--- config.mk ---
export PLATFORM = sky130hd
export DESIGN_NAME = mac_lane_accum
export DESIGN_NICKNAME = d
export VERILOG_FILES = /design/src/rtl/mac_lane_accum.sv
export SDC_FILE = /design/constraint.sdc
export NUM_CORES = 1
export LEC_CHECK = 0
export ABC_AREA = 1
export CORE_MARGIN = 5
export CORE_UTILIZATION = 49
export DETAILED_ROUTE_END_ITERATION = 8
export HOLD_SLACK_MARGIN = 0.08
export MAX_ROUTING_LAYER = met4
export PLACE_DENSITY_LB_ADDON = 0.08
export SLEW_MARGIN = 20
export SYNTH_ARGS = -nofsm -noshare
export SYNTH_HDL_FRONTEND = slang
export SYNTH_SLANG_ARGS = --single-unit
export TNS_END_PERCENT = 10
--- constraint.sdc ---
create_clock -name clk -period 9.55 [get_ports clk]
set_input_delay 1.4325 -clock clk [delete_from_list [all_inputs] [get_ports clk]]
set_output_delay 1.4325 -clock clk [all_outputs]
set_load 0.01 [all_outputs]
--- src/rtl/mac_lane_accum.sv ---
// Multi-lane signed multiply-accumulate engine with per-group saturation and ReLU.
// Three-stage pipeline (operand register, product, accumulate) with a single stall
// condition freezing every stage while a finished result waits for downstream.
module mac_lane_accum #(
  parameter int unsigned DATA_WIDTH   = 8,
  parameter int unsigned LANES        = 4,
  parameter int unsigned ACC_LEN_MAX  = 9,
  parameter int unsigned RESULT_WIDTH = 32,
  parameter int unsigned SAT_EN       = 1,
  localparam int unsigned LenW        = $clog2(ACC_LEN_MAX + 1)
) (
  input  logic                            clk,
  input  logic                            rstn,
  input  logic                            in_valid,
  output logic                            in_ready,
  input  logic [LANES*DATA_WIDTH-1:0]     op1,
  input  logic [LANES*DATA_WIDTH-1:0]     op2,
  input  logic [LenW-1:0]                 acc_len,
  input  logic                            relu_en,
  output logic                            out_valid,
  input  logic                            out_ready,
  output logic [LANES*RESULT_WIDTH-1:0]   result
);

  localparam int unsigned ProdW = 2 * DATA_WIDTH;
  localparam int unsigned AccW  = ProdW + $clog2(ACC_LEN_MAX);
  localparam int unsigned ExtW  = (AccW > RESULT_WIDTH) ? AccW : RESULT_WIDTH;
  // Signed output range expressed at the common comparison width.
  localparam logic signed [ExtW-1:0] RMax = {1'b0, {(ExtW-1){1'b1}}} >> (ExtW - RESULT_WIDTH);
  localparam logic signed [ExtW-1:0] RMin = ~RMax;

  logic stall;
  logic accept;

  // Group framing state
  logic [LenW-1:0] in_cnt_q;
  logic [LenW-1:0] grp_len_q;
  logic            grp_relu_q;
  logic [LenW-1:0] len_in;
  logic [LenW-1:0] beat_len;
  logic            beat_first;
  logic            beat_last;
  logic            beat_relu;

  // Stage 1
  logic                          s1_valid_q, s1_first_q, s1_last_q, s1_relu_q;
  logic [LANES*DATA_WIDTH-1:0]   s1_op1_q, s1_op2_q;
  logic signed [DATA_WIDTH-1:0]  lane_a [LANES];
  logic signed [DATA_WIDTH-1:0]  lane_b [LANES];
  logic signed [ProdW-1:0]       prod_d [LANES];

  // Stage 2
  logic                          s2_valid_q, s2_first_q, s2_last_q, s2_relu_q;
  logic signed [ProdW-1:0]       s2_prod_q [LANES];

  // Stage 3
  logic signed [AccW-1:0]        acc_q [LANES];
  logic signed [AccW-1:0]        sum [LANES];
  logic signed [ExtW-1:0]        sum_ext [LANES];
  logic [RESULT_WIDTH-1:0]       post_lane [LANES];
  logic [LANES*RESULT_WIDTH-1:0] post_res;

  assign stall    = out_valid && !out_ready;
  assign in_ready = rstn && !stall;
  assign accept   = in_valid && in_ready;

  // Beat framing: group length and ReLU are frozen on the first beat of a group.
  always_comb begin
    if (acc_len == '0) begin
      len_in = LenW'(1);
    end else if (acc_len > LenW'(ACC_LEN_MAX)) begin
      len_in = LenW'(ACC_LEN_MAX);
    end else begin
      len_in = acc_len;
    end
    beat_first = (in_cnt_q == '0);
    beat_len   = beat_first ? len_in : grp_len_q;
    beat_last  = (in_cnt_q == beat_len - LenW'(1));
    beat_relu  = beat_first ? relu_en : grp_relu_q;
  end

  // Input group counter and latched group attributes.
  always_ff @(posedge clk) begin
    if (!rstn) begin
      in_cnt_q   <= '0;
      grp_len_q  <= '0;
      grp_relu_q <= 1'b0;
    end else if (accept) begin
      in_cnt_q <= beat_last ? '0 : in_cnt_q + LenW'(1);
      if (beat_first) begin
        grp_len_q  <= len_in;
        grp_relu_q <= relu_en;
      end
    end
  end

  // Stage 1: register operands and group tags.
  always_ff @(posedge clk) begin
    if (!rstn) begin
      s1_valid_q <= 1'b0;
      s1_first_q <= 1'b0;
      s1_last_q  <= 1'b0;
      s1_relu_q  <= 1'b0;
      s1_op1_q   <= '0;
      s1_op2_q   <= '0;
    end else if (!stall) begin
      s1_valid_q <= accept;
      s1_first_q <= beat_first;
      s1_last_q  <= beat_last;
      s1_relu_q  <= beat_relu;
      s1_op1_q   <= op1;
      s1_op2_q   <= op2;
    end
  end

  // Full-precision per-lane signed products.
  always_comb begin
    for (int i = 0; i < LANES; i++) begin
      lane_a[i] = s1_op1_q[i*DATA_WIDTH +: DATA_WIDTH];
      lane_b[i] = s1_op2_q[i*DATA_WIDTH +: DATA_WIDTH];
      prod_d[i] = ProdW'(lane_a[i]) * ProdW'(lane_b[i]);
    end
  end

  // Stage 2: register products and tags.
  always_ff @(posedge clk) begin
    if (!rstn) begin
      s2_valid_q <= 1'b0;
      s2_first_q <= 1'b0;
      s2_last_q  <= 1'b0;
      s2_relu_q  <= 1'b0;
      for (int i = 0; i < LANES; i++) s2_prod_q[i] <= '0;
    end else if (!stall) begin
      s2_valid_q <= s1_valid_q;
      s2_first_q <= s1_first_q;
      s2_last_q  <= s1_last_q;
      s2_relu_q  <= s1_relu_q;
      for (int i = 0; i < LANES; i++) s2_prod_q[i] <= prod_d[i];
    end
  end

  // Accumulate, then saturate or truncate, then optional ReLU.
  always_comb begin
    post_res = '0;
    for (int i = 0; i < LANES; i++) begin
      sum[i]     = (s2_first_q ? '0 : acc_q[i]) + AccW'(s2_prod_q[i]);
      sum_ext[i] = ExtW'(sum[i]);
      if ((SAT_EN != 0) && (sum_ext[i] > RMax)) begin
        post_lane[i] = RMax[RESULT_WIDTH-1:0];
      end else if ((SAT_EN != 0) && (sum_ext[i] < RMin)) begin
        post_lane[i] = RMin[RESULT_WIDTH-1:0];
      end else begin
        post_lane[i] = sum_ext[i][RESULT_WIDTH-1:0];
      end
      if (s2_relu_q && post_lane[i][RESULT_WIDTH-1]) post_lane[i] = '0;
      post_res[i*RESULT_WIDTH +: RESULT_WIDTH] = post_lane[i];
    end
  end

  // Stage 3: accumulators and the registered result; a new last beat reloads
  // the result in the same cycle the previous one is taken.
  always_ff @(posedge clk) begin
    if (!rstn) begin
      out_valid <= 1'b0;
      result    <= '0;
      for (int i = 0; i < LANES; i++) acc_q[i] <= '0;
    end else if (!stall) begin
      out_valid <= s2_valid_q && s2_last_q;
      if (s2_valid_q) begin
        for (int i = 0; i < LANES; i++) acc_q[i] <= s2_last_q ? '0 : sum[i];
        if (s2_last_q) result <= post_res;
      end
    end
  end

endmodule

==> results of run 1 <==
## final cells by class
cell class | count | area share (%)
Clock buffer | 55 | 3.51
Multi-Input combinational cell | 2298 | 51.4
Sequential cell | 306 | 24.2
Clock inverter | 16 | 0.605
Inverter | 875 | 10.5
Tap cell | 756 | 3.03
Timing Repair Buffer | 213 | 6.73
## placed cells by master (no fill, tap or decap), drive strengths merged, types with 11 or more instances in the layout
| master | instances |
|---|---|
| a21oi | 248 |
| buf | 12 |
| clkbuf | 55 |
| clkdlybuf4s50 | 201 |
| clkinv | 11 |
| dfxtp | 162 |
| edfxtp | 144 |
| fa | 224 |
| ha | 195 |
| inv | 875 |
| nand2 | 876 |
| nand3 | 230 |
| nand4 | 19 |
| nor2 | 276 |
| nor3 | 14 |
| o21ai | 85 |
| o21bai | 12 |
| xnor2 | 24 |
| xor2 | 49 |
## power by group
group	leakage, nW	switching, mW	total, mW	internal (mW)
registers	2.92	0.0984	1.58	1.48
logic	12.7	0.903	1.39	0.485
clock network	0.624	0.597	1.48	0.886
total	16.3	1.60	4.45	2.85
## sequential cells by signal, indices dropped and copies added (netlist names), 4 cells and up
register and flops:
acc_q 80, result 80, s2_prod_q 64, s1_op1_q 32
s1_op2_q 32, grp_len_q 4, in_cnt_q 4
## metal layers
metal,wire (um),part of all wire [%],GRT usage (%),vias up
li1,-,-,-,11200
met1,34400,52,33.6,10100
met2,27000,41,32.1,440
met3,3540,5.4,3.05,60
met4,905,1.4,3.41,0
met5,0,0,-,-
## critical path: stages
cell and delay, ns:
clkdlybuf4s50_1 0.50, nor2_4 0.09, nor2_4 0.07, buf_4 0.39
clkdlybuf4s50_1 0.63
## path summary, 6_finish.rpt
check / to / slack (ns) / cells past startpoint
worst max-delay path: in_ready / 4.96 / 5
worst min-delay path: result[32]$_SDFFE_PN0P_ / 0.46 / 2
worst max register to register: s2_prod_q[2][12]$_SDFFCE_PN0P_ / 5.04 / 15
worst min register to register: result[32]$_SDFFE_PN0P_ / 0.46 / 2
## metrics by stage
stage                     power (mW)  setup WS (ns)  hold WS (ns)
after global placement          2.98           4.94         0.453
after detailed placement        2.98           4.94         0.456
final                           4.45           4.96         0.461
after floorplan                 2.63           5.30         0.444
after CTS                       4.49           4.94         0.464
after global routing            4.77           4.65         0.473
## cells by family (layout without fill, tap and decap cells)
group | count (synthesis) | after routing | share of synthesized area [%]
and+or+nand+nor | 1426 | 1426 | 22.4
buffers and inverters | 1054 | 1159 | 15.2
adders and majority gates | 419 | 419 | 24.9
AOI/OAI and AO/OA | 379 | 379 | 7.84
DFF | 306 | 306 | 27.2
xor gates and xnor gates | 73 | 73 | 2.37
muxes | 1 | 1 | 0.0360
==> impl_metrics.toml, run 1 <==
[yosys]
synth_fp_nets = 4150
synth_cell_types = 50
synth.yosys.seq_area_share_pct = 27.2
synth_ff_type = "dfxtp_1"
synth_top_area_share_pct = 16.1
yosysMostFrequentCell = "nand2_1"
ys_warn_count = 0
synth_edf_count = 144
synth_area_leader_cell = "fa_1"
async_reset_ff_share_pct = 0
syn-cell-area_um2 = 27800
synth_seq_cells = 306
ys_top_cells_by_count = "nand2_1, inv_1, nor2_1"
avgSynthCellArea_um2 = 7.60
synthCells = 3658
synth_area_leaders = "fa_1, edfxtp_1, dfxtp_1"

[critical_path]
cp-startpoint = "out_ready"
crit_type = "input port to output pin"
required_ns = 8.12
cp-start-kind = "input port"
r2r_start = "s1_op2_q[22]$_SDFFE_PN0N_"
cp-end-kind = "output pin"
worst_ep_arrival_time_ns = 3.16
crit_path_max_fanout = 33

[timing]
fmax_ghz = 0.218
min_period_ns = 4.59
max_slew_margin_pct = 25.7
rsz0062_at_grt = "no"
final.setup.tns_ns = 0
finalHoldViolCount = 0
drv_slew = 0
final-setup-viol-count = 0
clock_skew_ns = 0.0188
tightest_slew_ns = 1.11
finalCritPeriodShare_pct = 48.1

[finish]
final_cell_area_um2 = 31200
layout-drive-gt1-share_pct = 6.62
fillers = 5517
final_core_utilization_pct = 55.5
multi_input_area_um2 = 16000
seqCellArea_um2 = 7570
syn2layout_area_growth_pct = 12.3
fin_cells = 4519
diodes = 0
nets = 4225

[route]
vias = 21800
drc_errors = 0
wl_per_cell_um = 14.6
routed_wl_um = 65800
dr.pass1.iters = 6
postRouteAntennaNets = 0
drt_iter0_drc = 1529
post_drt_via_cell_ratio = 4.83

[clocking]
cts-root-buf = "clkbuf_16"
holdBufCountCts = 0
post-cts-setup-buffers = 0
cts_resized = 0
cts_tree = "yes"
cts_inserted_buffers = 39
clockBufferDepth = 3
clock-sinks = 306
cts.clk_slew.worst_paths_ns = 0.06
insertion_delay_ns = 0.57
cts.htree.levels = 2

[die]
core_um2 = 56300
rows = 87
ioPinCount = 203
die-area_um2 = 61600
die_height_um = 248
die_w_um = 248
initial_core_util_pct = 49.4

[placed_design]
postPlaceCellArea_um2 = 29900
gp_congestion = 0.926
placed_cells = 4448
hpwl_um = 50700
port_buffers = 202

[power_and_ir_drop]
ir_drop_uv = 104
power_density_nw_per_um2 = 143
leakage_nw = 16.3

[min_path]
hp-start = "result[32]$_SDFFE_PN0P_"
hold_class = "flip-flop to flip-flop"

[global_route]
antenna_found_initial = 0
grt_pass1_vias = 21000
track_usage_pct = 22.0
grt_pass1_wl_um = 108000
grt_max_degree = 81
gr-total-overflow = 0

[job]
maxCapViolations = 0

[run_status]
outcome = "completed"
(Power assumes the default switching activity.)
==> run 2, diff against run 1 <==
Clock period 9.55 ns to 4.6 ns, I/O delays scaled along.
==> run 2 against run 1 <==
Effect of this change:
- register-to-register slack got worse by 4.8 ns
- combinational power up 110%
- design area grew 1.0%
- clock skew is 0.0070 ns higher
- cell count grew 0.69%
- clock power up 100%
- sequential power is 110% higher
- utilization increased by 0.57 points
- via count hardly changed
- sequential share of layout area decreased by 0.11 points
- clock-buffer cell count fell by 3
- first-iteration DRC count decreased by 6.1%
==> impl_metrics.toml, run 2 (synthesis gave the netlist of run 1 again) <==
[timing]
drv_slew = 0
clock_skew_ns = 0.0257
finalHoldViolCount = 0
finalCritPeriodShare_pct = 94.9
max_slew_margin_pct = 32.3
tightest_slew_ns = 1.01
final.setup.tns_ns = 0
final-setup-viol-count = 0
min_period_ns = 4.37
fmax_ghz = 0.229
rsz0062_at_grt = "yes"

[power_and_ir_drop]
leakage_nw = 16.4
power_mw = 9.21
pwr-share-comb_pct = 32.0
power_density_nw_per_um2 = 292
p_sw_share_pct = 36.4
p_int_mw = 5.85
seq_power_share_pct = 35.4
ir_drop_uv = 227
pwr-share-clk_pct = 32.6
p_sw_mw = 3.35

[die]
core_um2 = 56300
die_w_um = 248
rows = 87
die-area_um2 = 61600
initial_core_util_pct = 49.4
ioPinCount = 203
die_height_um = 248

[placed_design]
gp_congestion = 0.939
hpwl_um = 52000
placed_cells = 4481
port_buffers = 202

[clocking]
cts_inserted_buffers = 38
cts_tree = "yes"
post-cts-setup-buffers = 0
insertion_delay_ns = 0.57
cts.htree.levels = 2
holdBufCountCts = 0
clock-sinks = 306
cts_resized = 0
cts.clk_slew.worst_paths_ns = 0.07
clockBufferDepth = 3
cts-root-buf = "clkbuf_16"

[route]
postRouteAntennaNets = 0
post_drt_via_cell_ratio = 4.80
dr.pass1.iters = 5
wl_per_cell_um = 14.6
drc_errors = 0
routed_wl_um = 66500
drt_iter0_drc = 1435
vias = 21800

[finish]
final_cell_mix = "nand2_1, inv_1, nor2_1"
fillers = 5578
fin_cells = 4550
syn2layout_area_growth_pct = 13.5
layout-drive-gt1-share_pct = 8.94
biggestRegsByFlops = "acc_q: 80 flops, result: 80 flops, s2_prod_q: 64 flops"
final_common_cell = "nand2_1"
diodes = 0
nets = 4257

[min_path]
hold_path_depth = 2
hold_class = "flip-flop to flip-flop"

[critical_path]
ff2ff_path_depth = 15
required_ns = 4.92
cp-start-kind = "flip-flop"
crit_type = "flip-flop to flip-flop"
cp-end-kind = "flip-flop"
worst_ep_arrival_time_ns = 4.69
crit_path_max_fanout = 9

[global_route]
grt_pass1_vias = 21300
grt_max_degree = 101
track_usage_pct = 22.5
grt_pass1_wl_um = 110000
gr-total-overflow = 0
antenna_found_initial = 0

[run_status]
outcome = "completed"

[job]
maxCapViolations = 0
==> run 2: cell count changes in the layout (fill, tap and decap cells not counted), moves of 5 or more <==
| cell | delta |
|---|---|
| inv_1 | -5 |
| clkbuf_1 | -5 |
| a21oi_1 | -5 |
| dfxtp_2 | +34 |
| a21oi_2 | +5 |
| buf_4 | +33 |
| dfxtp_1 | -34 |
| inv_2 | +5 |
==> run 2: layout make-up <==
class                      instances  area (um^2)  share of cell area, %
timing repair buffer             246         2350                   7.44
tap                              756          946                   3.00
clock buffer                      52         1130                   3.59
sequential                       306         7610                   24.1
inverter                         875         3290                   10.4
clock inverter                    17          115                  0.365
multi-input combinational       2298        16100                   51.0
==> run 2: worst max-delay path, cell delays in order, from the launching register on <==
cell      delay, ns
dfxtp_1        0.59
nand2_1        0.10
inv_1          0.08
fa_1           0.44
fa_1           0.52
fa_1           0.55
inv_1          0.06
fa_1           0.52
inv_1          0.04
ha_1           0.36
a21oi_1        0.19
o21ai_0        0.12
a21oi_1        0.23
o21bai_1       0.11
o21ai_0        0.15
a21oi_1        0.06
==> run 2: stage by stage <==
step | cell area (um^2) | utilization (%) | setup slack (ns) | hold slack, ns
2_1_floorplan | 27800 | - | 0.348 | 0.444
3_3_place_gp | 30200 | 53.6 | 0.0465 | 0.451
3_5_place_dp | 30200 | 53.6 | 0.109 | 0.454
4_1_cts | 31400 | 55.8 | 0.0934 | 0.463
5_1_grt | 31500 | 56.0 | -0.0232 | 0.479
6_report | 31500 | 56.0 | 0.233 | 0.463
==> run 2: worst paths after layout <==
check,slack [ns],start,end
setup / recovery,0.23,s1_op1_q[19]$_SDFFE_PN0N_,s2_prod_q[2][13]$_SDFFCE_PN0P_
hold / removal,0.46,result[101]$_SDFFE_PN0P_,result[101]$_SDFFE_PN0P_
setup reg to reg,0.23,s1_op1_q[19]$_SDFFE_PN0N_,s2_prod_q[2][13]$_SDFFCE_PN0P_
hold reg to reg,0.46,result[101]$_SDFFE_PN0P_,result[101]$_SDFFE_PN0P_
==> run 2: power by group through the flow <==
| stage | combinational, mW | clock, mW | sequential (mW) |
|---|---|---|---|
| 4_1_cts | 2.93 | 3.09 | 3.25 |
| 2_1_floorplan | 2.27 | 0 | 3.18 |
| 3_3_place_gp | 2.91 | 0 | 3.31 |
| 3_5_place_dp | 2.91 | 0 | 3.31 |
| 6_report | 2.95 | 3.00 | 3.26 |
| 5_1_grt | 3.41 | 3.20 | 3.28 |
==> run 2: layer usage <==
metal / GRT usage [%] / vias up / part of all wire [%]
met5: - / - / 0
met4: 4.14 / 0 / 1.7
met3: 3.30 / 67 / 5.9
met2: 32.4 / 502 / 41
met1: 34.1 / 9977 / 52
li1: - / 11300 / -
